### config.mk
export PLATFORM = sky130hd
export DESIGN_NAME = if_stage
export DESIGN_NICKNAME = d
export VERILOG_FILES = /design/src/rtl/arm_pkg.sv /design/src/rtl/if_id_reg.sv /design/src/rtl/if_stage.sv
export SDC_FILE = /design/constraint.sdc
export NUM_CORES = 1
export LEC_CHECK = 0
export ABC_CLOCK_PERIOD_IN_PS = 8700
export CORE_MARGIN = 2
export CORE_UTILIZATION = 50
export CTS_CLUSTER_SIZE = 12
export DETAILED_ROUTE_END_ITERATION = 8
export DONT_BUFFER_PORTS = 1
export PLACE_DENSITY = 0.76
export SETUP_SLACK_MARGIN = 0.3
export SYNTH_ARGS = -nofsm -noshare
export SYNTH_HDL_FRONTEND = slang
export SYNTH_SLANG_ARGS = --single-unit
### constraint.sdc
create_clock -name clk -period 8.7 [get_ports clk]
set_clock_uncertainty 0.2 [all_clocks]
set_input_delay 2.61 -clock clk [delete_from_list [all_inputs] [get_ports clk]]
set_output_delay 2.61 -clock clk [all_outputs]
set_load 0.02 [all_outputs]
### src/rtl/arm_pkg.sv
// Shared constants and types for the ARM pipeline stages.
// IF uses them today; ID/EX import the same word width and reset defaults.
package arm_pkg;

  localparam int WORD_W = 32;

  localparam logic [WORD_W-1:0] PC_STEP       = 32'd4;
  localparam logic [WORD_W-1:0] RESET_PC_DEF  = 32'h0000_0000;
  localparam logic [WORD_W-1:0] NOP_INSTR_DEF = 32'h0000_0000;

  typedef struct packed {
    logic [WORD_W-1:0] pc;
    logic [WORD_W-1:0] instr;
    logic              valid;
  } if_id_t;

  // Branch targets are word addresses; the two byte-offset bits are dropped.
  function automatic logic [WORD_W-1:0] word_align(input logic [WORD_W-1:0] addr);
    return {addr[WORD_W-1:2], 2'b00};
  endfunction

endpackage

### src/rtl/if_id_reg.sv
// IF/ID pipeline register: flush inserts a bubble, hold freezes every field.
// Flush takes priority over hold so a redirect is never lost to a stall.
module if_id_reg
  import arm_pkg::*;
#(
  parameter logic [WORD_W-1:0] NOP_INSTR = NOP_INSTR_DEF
) (
  input  logic              clk,
  input  logic              rst,
  input  logic              flush,
  input  logic              hold,
  input  logic [WORD_W-1:0] pc_in,
  input  logic [WORD_W-1:0] instr_in,
  output logic [WORD_W-1:0] pc_out,
  output logic [WORD_W-1:0] instr_out,
  output logic              valid_out
);

  localparam if_id_t BUBBLE = '{pc: '0, instr: NOP_INSTR, valid: 1'b0};

  if_id_t if_id_d;
  if_id_t if_id_q;

  // instr_in is only looked at on a real load, so X from memory never leaks in.
  always_comb begin
    if_id_d = if_id_q;
    if (flush) begin
      if_id_d = BUBBLE;
    end else if (!hold) begin
      if_id_d = '{pc: pc_in, instr: instr_in, valid: 1'b1};
    end
  end

  always_ff @(posedge clk or posedge rst) begin
    if (rst) begin
      if_id_q <= BUBBLE;
    end else begin
      if_id_q <= if_id_d;
    end
  end

  assign pc_out    = if_id_q.pc;
  assign instr_out = if_id_q.instr;
  assign valid_out = if_id_q.valid;

endmodule

### src/rtl/if_stage.sv
// Instruction-fetch stage: PC register, next-PC selection, IF/ID register and
// a count of instructions committed into IF/ID.
module if_stage
  import arm_pkg::*;
#(
  parameter logic [WORD_W-1:0] RESET_PC  = RESET_PC_DEF,
  parameter logic [WORD_W-1:0] NOP_INSTR = NOP_INSTR_DEF
) (
  input  logic              clk,
  input  logic              rst,
  input  logic              freeze,
  input  logic              branch_taken,
  input  logic [WORD_W-1:0] branch_addr,
  input  logic [WORD_W-1:0] instr_in,
  output logic [WORD_W-1:0] pc_out,
  output logic [WORD_W-1:0] if_id_pc,
  output logic [WORD_W-1:0] if_id_instr,
  output logic              if_id_valid,
  output logic [WORD_W-1:0] fetch_count
);

  logic [WORD_W-1:0] pc_d, pc_q;
  logic [WORD_W-1:0] fetch_count_d, fetch_count_q;
  logic [WORD_W-1:0] pc_plus4;
  logic              load;

  // One adder feeds both the sequential next PC and the PC+4 handed to decode.
  assign pc_plus4 = pc_q + PC_STEP;
  assign load     = !branch_taken && !freeze;

  always_comb begin
    pc_d          = pc_q;
    fetch_count_d = fetch_count_q;
    if (branch_taken) begin
      pc_d = word_align(branch_addr);
    end else if (!freeze) begin
      pc_d = pc_plus4;
    end
    if (load) begin
      fetch_count_d = fetch_count_q + 32'd1;
    end
  end

  always_ff @(posedge clk or posedge rst) begin
    if (rst) begin
      pc_q          <= RESET_PC;
      fetch_count_q <= '0;
    end else begin
      pc_q          <= pc_d;
      fetch_count_q <= fetch_count_d;
    end
  end

  if_id_reg #(
    .NOP_INSTR(NOP_INSTR)
  ) u_if_id_reg (
    .clk      (clk),
    .rst      (rst),
    .flush    (branch_taken),
    .hold     (freeze),
    .pc_in    (pc_plus4),
    .instr_in (instr_in),
    .pc_out   (if_id_pc),
    .instr_out(if_id_instr),
    .valid_out(if_id_valid)
  );

  assign pc_out      = pc_q;
  assign fetch_count = fetch_count_q;

endmodule

==> results.py, run 1 <==
metrics = {
    "die": {
        "num_io_pins": 197,
        "rows": 41,
        "dieWidth_um": 116.7,
        "fp.dieH_um": 116.7,
        "start_util": 0.5074,
        "dieArea_sq_um": 13620,
        "coreArea_sq_um": 12520,
    },
    "sta": {
        "min_period_over_period": 0.4642,
        "setup_slack_ns": 4.662,
        "fmax_ghz": 0.2476,
        "setup_violations": 0,
        "layout_min_cycle_time_ns": 4.038,
        "rsz0062_at_grt": "false",
        "hold_viol_final": 0,
        "drv_slew": 0,
        "setup_tns_ns": 0,
        "maxSlewHeadroom": 0.3653,
        "worstMarginPinSlew_ns": 0.9510,
    },
    "power": {
        "power.internal_uw": 1177,
        "power.density_nw_per_um2": 230.7,
        "power_frac_clock": 0.455,
        "seqPwrFrac": 0.473,
        "power_uw": 1608,
        "p_leak_uw": 0.002959,
        "p_switching_uw": 430.8,
        "swShare": 0.2679,
        "share_comb_of_total_power": 0.072,
        "ir_drop_mv": 0.1589,
    },
    "worst_setup_path": {
        "critPathLaunchType": "primary input",
        "worstSetupEndpointType": "register",
        "crit_fanout": 75,
        "path_class": "primary input to register",
        "arrival_ns": 4.11,
        "required_ns": 8.77,
    },
    "synthesis": {
        "synth-seq-area-share": 0.4965,
        "synthesis.area_sq_um": 6351,
        "synth-seq-cells": 126,
        "yosysWarnings": 0,
        "synthFlopType": "dfrtp_1",
        "synth_cell_types": 54,
        "avgSynthCellArea_sq_um": 9.862,
        "syn_inst": 644,
        "synthArstFlopShare": 1.000,
        "synth_edf_count": 0,
    },
    "finish": {
        "areaGrowthSynthToFinish_pct": 9.752,
        "post-route-util": 0.5569,
        "layout_commonest_cell": "dfrtp_1",
        "num_antenna_cells": 0,
        "nFillCells": 1146,
        "layout.nets": 683,
        "multi_input_area_sq_um": 2908,
        "drive_gt1_frac": 0.07532,
        "final_area_sq_um": 6970,
        "ff_latch_area_sq_um": 3153,
        "final_cell_mix": "dfrtp_1 (126), nor2_1 (81), nand2_1 (41)",
    },
    "grt": {
        "antenna_found_initial": 0,
        "overflow": 0,
        "grt_pass1_wl_mm": 24.32,
        "grt_pass1_vias": 4707,
        "grt_usage": 0.2296,
        "grt_max_degree": 103,
    },
    "placement": {
        "hpwlAfterDp_mm": 10.64,
        "place_congestion": 0.8920,
        "post-place-ws_ns": 4.243,
        "port_buffers": 0,
        "placed_area_sq_um": 6354,
    },
    "route": {
        "antenna_left": 0,
        "num_vias": 4783,
        "drc": 0,
        "wl_per_cell_um": 19.35,
        "first_iter_violations": 344,
        "drtPass1Iterations": 4,
        "via_per_inst": 6.009,
        "routed_wirelength_mm": 15.40,
    },
    "clock_tree": {
        "hold_buffers": 0,
        "cts_max_path_buffers": 2,
        "cts_tree": "built",
        "clock_latency_ns": 0.41,
        "clockRootBuffer": "clkbuf_16",
        "cts_htree_levels": 4,
        "cts_buffers": 17,
        "cts.sinks": 126,
        "cts_setup_buffers": 0,
        "cts_resized": 0,
        "cts.clk_slew.worst_paths_ns": 0.05,
    },
    "job": {
        "drv_cap": 0,
    },
    "min_path": {
        "hp-class": "register to register",
    },
    "outcome": {
        "status": "finished clean",
    },
}
## flip-flops by register name, summed over array words and instances (netlist names)
| signal | cells |
|---|---|
| u_if_id_reg.instr_out | 32 |
| fetch_count | 32 |
| pc_out | 30 |
| u_if_id_reg.valid_out | 1 |
| u_if_id_reg.pc_out | 31 |
## layer usage
| metal | GRT usage | wire [um] |
|---|---|---|
| met5 | 0 | 0 |
| met4 | 0.07137 | 193 |
| met1 | 0.2776 | 6089 |
| met2 | 0.3807 | 7791 |
| met3 | 0.08874 | 1325 |
## path summary, 6_finish.rpt
kind | cells past startpoint | startpoint | slack, ns | endpoint
max in group asynchronous | 2 | rst | 4.96 | u_if_id_reg.instr_out[23]
setup reg to reg | 5 | pc_out[2] | 5.61 | u_if_id_reg.pc_out[26]
hold reg to reg | 1 | fetch_count[31] | 0.42 | fetch_count[31]
setup / recovery | 4 | freeze | 4.66 | u_if_id_reg.pc_out[29]
min in group asynchronous | 1 | rst | 1.97 | u_if_id_reg.instr_out[3]
hold / removal | 1 | fetch_count[31] | 0.42 | fetch_count[31]
## layout make-up
cell class	instances	area share
sequential	126	0.4523
tap	172	0.03087
multi-input combinational	451	0.4172
timing repair buffer	3	0.003231
inverter	14	0.007898
clock buffer	24	0.07342
clock inverter	6	0.01508
## per-stage QoR
stage               hold WS [ns]  std cells
floorplan                 0.3777        645
global placement          0.4086        766
detailed placement        0.4098        766
CTS                       0.4201        796
global route              0.4457        796
finish                    0.4213        796
## worst max-delay path, cell delays in order
cell	delay (ns)
clkinv_1	0.45
buf_4	0.45
and4_1	0.21
a2111oi_0	0.36
## synthesized netlist by cell type (12+ instances only)
library cell | count | area (sq um)
xnor2_1 | 35 | 306.5
inv_1 | 13 | 48.80
dfrtp_1 | 126 | 3153
nor3_1 | 19 | 95.09
nand2_1 | 41 | 153.9
or4_1 | 18 | 135.1
nand4_1 | 19 | 118.9
o21ai_0 | 22 | 110.1
or3_1 | 12 | 75.07
nand3_1 | 23 | 115.1
nor2_1 | 81 | 304.0
xor2_1 | 19 | 166.4
a31oi_1 | 13 | 81.33
clkbuf_1 | 33 | 123.9
a311oi_1 | 14 | 122.6
o31ai_1 | 16 | 120.1
mux2i_1 | 32 | 320.3
## power groups by stage
stage | Combinational [uW] | Sequential (uW) | Clock (uW)
6_report | 116 | 760 | 731
5_1_grt | 135 | 770 | 769
4_1_cts | 119 | 760 | 743
3_5_place_dp | 118 | 770 | 0
3_3_place_gp | 112 | 767 | 0
2_1_floorplan | 124 | 737 | 0
## cells by family after synthesis
kind of cell             after synthesis  synth area share
XOR/XNOR                              54           0.07447
buffers and inverters                 68           0.04630
AO/OA/AOI/OAI                         94            0.1034
AND/OR/NAND/NOR                      266            0.2226
adder cells (fa/ha/maj)                2          0.003939
flip-flops                           126            0.4965
other                                  1         0.0005904
multiplexers                          33           0.05221
(Power assumes the default switching activity.)
==> inputs of run 2 (changes only) <==
--- a/config.mk
+++ b/config.mk
@@ -5,13 +5,13 @@
 export SDC_FILE = /design/constraint.sdc
 export NUM_CORES = 1
 export LEC_CHECK = 0
-export ABC_CLOCK_PERIOD_IN_PS = 8700
+export ABC_CLOCK_PERIOD_IN_PS = 3440
 export CORE_MARGIN = 2
 export CORE_UTILIZATION = 50
 export CTS_CLUSTER_SIZE = 12
 export DETAILED_ROUTE_END_ITERATION = 8
 export DONT_BUFFER_PORTS = 1
-export PLACE_DENSITY = 0.76
+export PLACE_DENSITY = 0.79
 export SETUP_SLACK_MARGIN = 0.3
 export SYNTH_ARGS = -nofsm -noshare
 export SYNTH_HDL_FRONTEND = slang
==> constraint.sdc (replaced) <==
create_clock -name clk -period 3.44 [get_ports clk]
set_clock_uncertainty 0.2 [all_clocks]
set_input_delay 1.032 -clock clk [delete_from_list [all_inputs] [get_ports clk]]
set_output_delay 1.032 -clock clk [all_outputs]
set_load 0.02 [all_outputs]
==> results.py, run 2 (synthesis results as in run 1) <==
metrics = {
    "outcome": {
        "status": "finished clean",
    },
    "worst_setup_path": {
        "critPathLaunchType": "register",
        "slowest_stage": "or3_1",
        "required_ns": 3.54,
        "worstSetupEndpointType": "register",
        "path_cells": "nand4_2 > or3_1 > or4_1 > a311oi_1",
        "path_class": "register to register",
        "slowest_delay_ns": 0.68,
        "critical-path-top-delay-family": "simple AND/OR/NAND/NOR gates",
        "crit_fanout": 20,
        "crit_buf_inv": 0,
        "arrival_ns": 2.88,
    },
    "route": {
        "via_per_inst": 6.080,
        "antenna_left": 0,
        "first_iter_violations": 391,
        "num_vias": 4894,
        "drc": 0,
        "routed_wirelength_mm": 15.55,
        "wl_per_cell_um": 19.32,
        "drtPass1Iterations": 4,
    },
    "finish": {
        "drive_gt1_frac": 0.08531,
        "num_antenna_cells": 0,
        "layout_commonest_cell": "dfrtp_1",
        "layout.nets": 692,
        "final_cell_mix": "dfrtp_1 (126), nor2_1 (81), nand2_1 (41)",
        "areaGrowthSynthToFinish_pct": 10.97,
    },
    "sta": {
        "maxSlewHeadroom": 0.5614,
        "worstMarginPinSlew_ns": 0.6566,
        "rsz0062_at_grt": "false",
        "setup_tns_ns": 0,
        "fmax_ghz": 0.3609,
        "hold_viol_final": 0,
        "drv_slew": 0,
        "setup_violations": 0,
        "layout_min_cycle_time_ns": 2.771,
        "min_period_over_period": 0.8056,
    },
    "clock_tree": {
        "cts.clk_slew.worst_paths_ns": 0.05,
        "cts_buffers": 17,
        "cts_tree": "built",
        "hold_buffers": 0,
        "cts.sinks": 126,
        "cts_setup_buffers": 0,
        "cts_htree_levels": 4,
        "clock_latency_ns": 0.42,
        "clockRootBuffer": "clkbuf_16",
        "cts_max_path_buffers": 2,
        "cts_resized": 0,
    },
    "power": {
        "power_uw": 4101,
        "power.density_nw_per_um2": 581.8,
        "ir_drop_mv": 0.2824,
        "p_leak_uw": 0.002998,
    },
    "grt": {
        "grt_usage": 0.2286,
        "antenna_found_initial": 0,
        "met3_usage": 0.09704,
        "overflow": 0,
        "grt_pass1_wl_mm": 24.10,
        "grt_pass1_vias": 4665,
        "grt.busiest_layer": "met2",
        "grt_max_degree": 103,
        "met1_usage": 0.2750,
        "use_met2": 0.3680,
    },
    "die": {
        "fp.dieH_um": 116.7,
        "dieArea_sq_um": 13620,
        "num_io_pins": 197,
        "coreArea_sq_um": 12520,
        "start_util": 0.5074,
        "rows": 41,
        "dieWidth_um": 116.7,
    },
    "job": {
        "drv_cap": 0,
    },
    "min_path": {
        "hp-class": "primary input to asynchronous set/reset pin",
    },
    "placement": {
        "port_buffers": 0,
        "place_congestion": 0.8744,
        "hpwlAfterDp_mm": 10.86,
    },
}
[run 2: layer usage]
metal	wire [um]	vias to the layer above
met5	0	-
met4	214	0
met3	1477	18
met1	6149	2407
met2	7712	188
li1	-	2281
[run 2: through the flow]
stage | setup WS [ns] | instance area (sq um) | util | hold slack (ns) | std cells
2_1_floorplan | 0.6547 | 6359 | - | 0.3777 | 645
3_3_place_gp | 0.6953 | 6435 | 0.5141 | 0.4035 | 775
3_5_place_dp | 0.6225 | 6435 | 0.5141 | 0.4071 | 775
4_1_cts | 0.6481 | 7048 | 0.5631 | 0.3719 | 805
5_1_grt | 0.4874 | 7048 | 0.5631 | 0.4002 | 805
6_report | 0.6688 | 7048 | 0.5631 | 0.3757 | 805
[run 2: worst paths after layout]
path / cells after the start / startpoint / end / slack (ns)
min: 1 / rst / u_if_id_reg.instr_out[1] / 0.38
min reg2reg: 1 / fetch_count[31] / fetch_count[31] / 0.41
max in group asynchronous: 2 / rst / u_if_id_reg.pc_out[12] / 1.87
min in group clk: 1 / fetch_count[31] / fetch_count[31] / 0.41
max reg2reg: 4 / pc_out[7] / u_if_id_reg.pc_out[21] / 0.67
max: 4 / pc_out[7] / u_if_id_reg.pc_out[21] / 0.67
[run 2: power breakdown]
group | leakage, uW | internal [uW] | switching, uW
sequential | 0.00160 | 1600 | 308
clock | 0.000303 | 1260 | 610
combinational | 0.00110 | 149 | 179
[run 2: layout make-up]
class	instances	area, sq um
Fill cell	1147	5469
Sequential cell	126	3153
Multi-Input combinational cell	451	2908
Clock buffer	23	478.0
Tap cell	172	215.2
Clock inverter	7	135.1
Timing Repair Buffer	12	102.6
Inverter	14	56.30
==> inputs of run 3 (changes only) <==
--- a/config.mk
+++ b/config.mk
@@ -5,7 +5,7 @@
 export SDC_FILE = /design/constraint.sdc
 export NUM_CORES = 1
 export LEC_CHECK = 0
-export ABC_CLOCK_PERIOD_IN_PS = 3440
+export ABC_CLOCK_PERIOD_IN_PS = 2300
 export CORE_MARGIN = 2
 export CORE_UTILIZATION = 50
 export CTS_CLUSTER_SIZE = 12
==> constraint.sdc (replaced) <==
create_clock -name clk -period 2.3 [get_ports clk]
set_clock_uncertainty 0.2 [all_clocks]
set_input_delay 0.69 -clock clk [delete_from_list [all_inputs] [get_ports clk]]
set_output_delay 0.69 -clock clk [all_outputs]
set_load 0.02 [all_outputs]
==> results.py, run 3 (synthesis results as in run 1) <==
metrics = {
    "worst_setup_path": {
        "path_cells": "ha_4 > nand4_4 > or3_4 > buf_6 > or4_1 > a311oi_1",
        "arrival_ns": 2.40,
        "r2r_cells": 6,
        "path_class": "register to register",
        "crit_fanout": 6,
        "crit_start": "pc_out[3]",
        "slowest_stage": "or4_1",
        "r2r_setup_slack_ns": 0.01,
        "required_ns": 2.41,
        "worstSetupEndpointType": "register",
        "slowest_delay_ns": 0.52,
        "crit_end": "u_if_id_reg.pc_out[24]",
        "r2r_start": "pc_out[3]",
        "critPathLaunchType": "register",
        "reg2reg_to": "u_if_id_reg.pc_out[24]",
    },
    "die": {
        "rows": 41,
        "dieWidth_um": 116.7,
        "num_io_pins": 197,
        "coreArea_sq_um": 12520,
        "start_util": 0.5074,
        "fp.dieH_um": 116.7,
        "dieArea_sq_um": 13620,
    },
    "sta": {
        "worstMarginPinSlew_ns": 0.6695,
        "min_period_over_period": 0.9954,
        "fmax_ghz": 0.4368,
        "setup_violations": 0,
        "rsz0062_at_grt": "true",
        "layout_min_cycle_time_ns": 2.289,
        "drv_slew": 0,
        "hold_viol_final": 0,
        "maxSlewHeadroom": 0.5537,
        "hold-worst-slack_ns": 0.1348,
    },
    "power": {
        "power_frac_clock": 0.425,
        "power.density_nw_per_um2": 764.4,
        "p_switching_uw": 1775,
        "p_leak_uw": 0.003596,
        "swShare": 0.2818,
        "share_comb_of_total_power": 0.137,
        "power.internal_uw": 4523,
        "seqPwrFrac": 0.438,
        "ir_drop_mv": 0.5477,
    },
    "clock_tree": {
        "cts_tree": "built",
        "cts.sinks": 126,
        "cts_htree_levels": 4,
        "clock_latency_ns": 0.41,
        "cts_max_path_buffers": 2,
        "clockRootBuffer": "clkbuf_16",
        "cts_buffers": 17,
        "hold_buffers": 0,
        "cts.clk_slew.worst_paths_ns": 0.06,
    },
    "min_path": {
        "hp-class": "primary input to asynchronous set/reset pin",
    },
    "grt": {
        "grt_max_degree": 127,
        "grt_usage": 0.2502,
        "grt_pass1_wl_mm": 26.24,
        "grt_pass1_vias": 5189,
        "antenna_found_initial": 0,
        "overflow": 0,
    },
    "route": {
        "antenna_left": 0,
        "first_iter_violations": 437,
        "drc": 0,
        "num_vias": 5423,
        "via_per_inst": 5.992,
        "drtPass1Iterations": 5,
        "wl_per_cell_um": 19.70,
        "routed_wirelength_mm": 17.83,
    },
    "placement": {
        "place_congestion": 0.9525,
        "dp_cells": 840,
        "placed_area_sq_um": 6970,
        "port_buffers": 0,
        "hpwlAfterDp_mm": 11.63,
    },
    "finish": {
        "layout.nets": 790,
        "final_cell_mix": "dfrtp_1 (111), nor2_1 (81), buf_4 (76)",
        "layout_commonest_cell": "dfrtp_1",
        "final_area_sq_um": 8239,
        "drive_gt1_frac": 0.2865,
        "multi_input_area_sq_um": 3216,
        "ff_latch_area_sq_um": 3172,
        "nFillCells": 998,
        "stdcell_count": 905,
        "num_antenna_cells": 0,
        "areaGrowthSynthToFinish_pct": 29.73,
        "post-route-util": 0.6582,
    },
    "outcome": {
        "status": "finished clean",
    },
    "job": {
        "drv_cap": 0,
    },
}
-- run 3: cell count changes in the layout (fill, tap and decap cells not counted), moves of 6 or more --
cell | previous run | this run
or4_4 | 0 | 7
nor4_1 | 11 | 5
dfrtp_2 | 0 | 15
or4_1 | 18 | 11
a311oi_1 | 14 | 8
a311oi_2 | 0 | 6
buf_4 | 11 | 76
dfrtp_1 | 126 | 111
buf_6 | 0 | 27
-- run 3: metrics by stage --
stage | setup slack (ns) | TNS [ns] | total power [uW]
2_1_floorplan | -0.2640 | -20.36 | 3265
3_3_place_gp | 0.01436 | 0 | 3464
3_5_place_dp | -0.04804 | -0.1125 | 3508
4_1_cts | 0.04333 | 0 | 6239
5_1_grt | -0.01629 | -0.01629 | 6569
6_report | 0.01053 | 0 | 6298
-- run 3: power by group through the flow --
stage / sequential [uW] / combinational (uW) / clock, uW
CTS: 2740 / 779 / 2720
floorplan: 2790 / 475 / 0
global route: 2780 / 941 / 2850
finish: 2760 / 864 / 2680
detailed placement: 2770 / 734 / 0
global placement: 2760 / 703 / 0
-- run 3: worst min path at each step --
stage,from,to,cells after the start
6_report,rst,fetch_count[25],2
5_1_grt,branch_taken,u_if_id_reg.pc_out[17],1
4_1_cts,branch_taken,u_if_id_reg.pc_out[6],1
3_5_place_dp,fetch_count[20],fetch_count[20],2
3_3_place_gp,fetch_count[20],fetch_count[20],2
2_1_floorplan,fetch_count[31],fetch_count[31],1
-- run 3: cell type report --
type,count,share of cell area
Clock buffer,20,0.05421
Clock inverter,12,0.01746
Multi-Input combinational cell,451,0.3903
Sequential cell,126,0.3850
Timing Repair Buffer,110,0.1201
Inverter,14,0.006834
Tap cell,172,0.02612
-- run 3: repair_timing --
item / CTS / global route
cloned: 3 / 1
pin swaps: 41 / 14
hold endpoints to repair: 0 / 0
setup endpoints to repair: 42 / 56
buffers inserted: 14 / 15
gates resized for setup: 33 / 66
-- run 3: per-layer routing --
layer,vias up,global-route usage,wire length [um]
met3,38,0.1053,1676
met2,255,0.4139,8936
li1,2470,-,-
met1,2660,0.2914,6889
met5,-,0,0
met4,0,0.09255,323
-- run 3: critical path, delay by kind of cell, from the launching register on --
kind | cells | cell delay, ns
flops | 1 | 0.41
compound gates | 1 | 0.23
fa+ha+maj | 1 | 0.17
buf+inv | 1 | 0.16
simple gates | 3 | 1.01
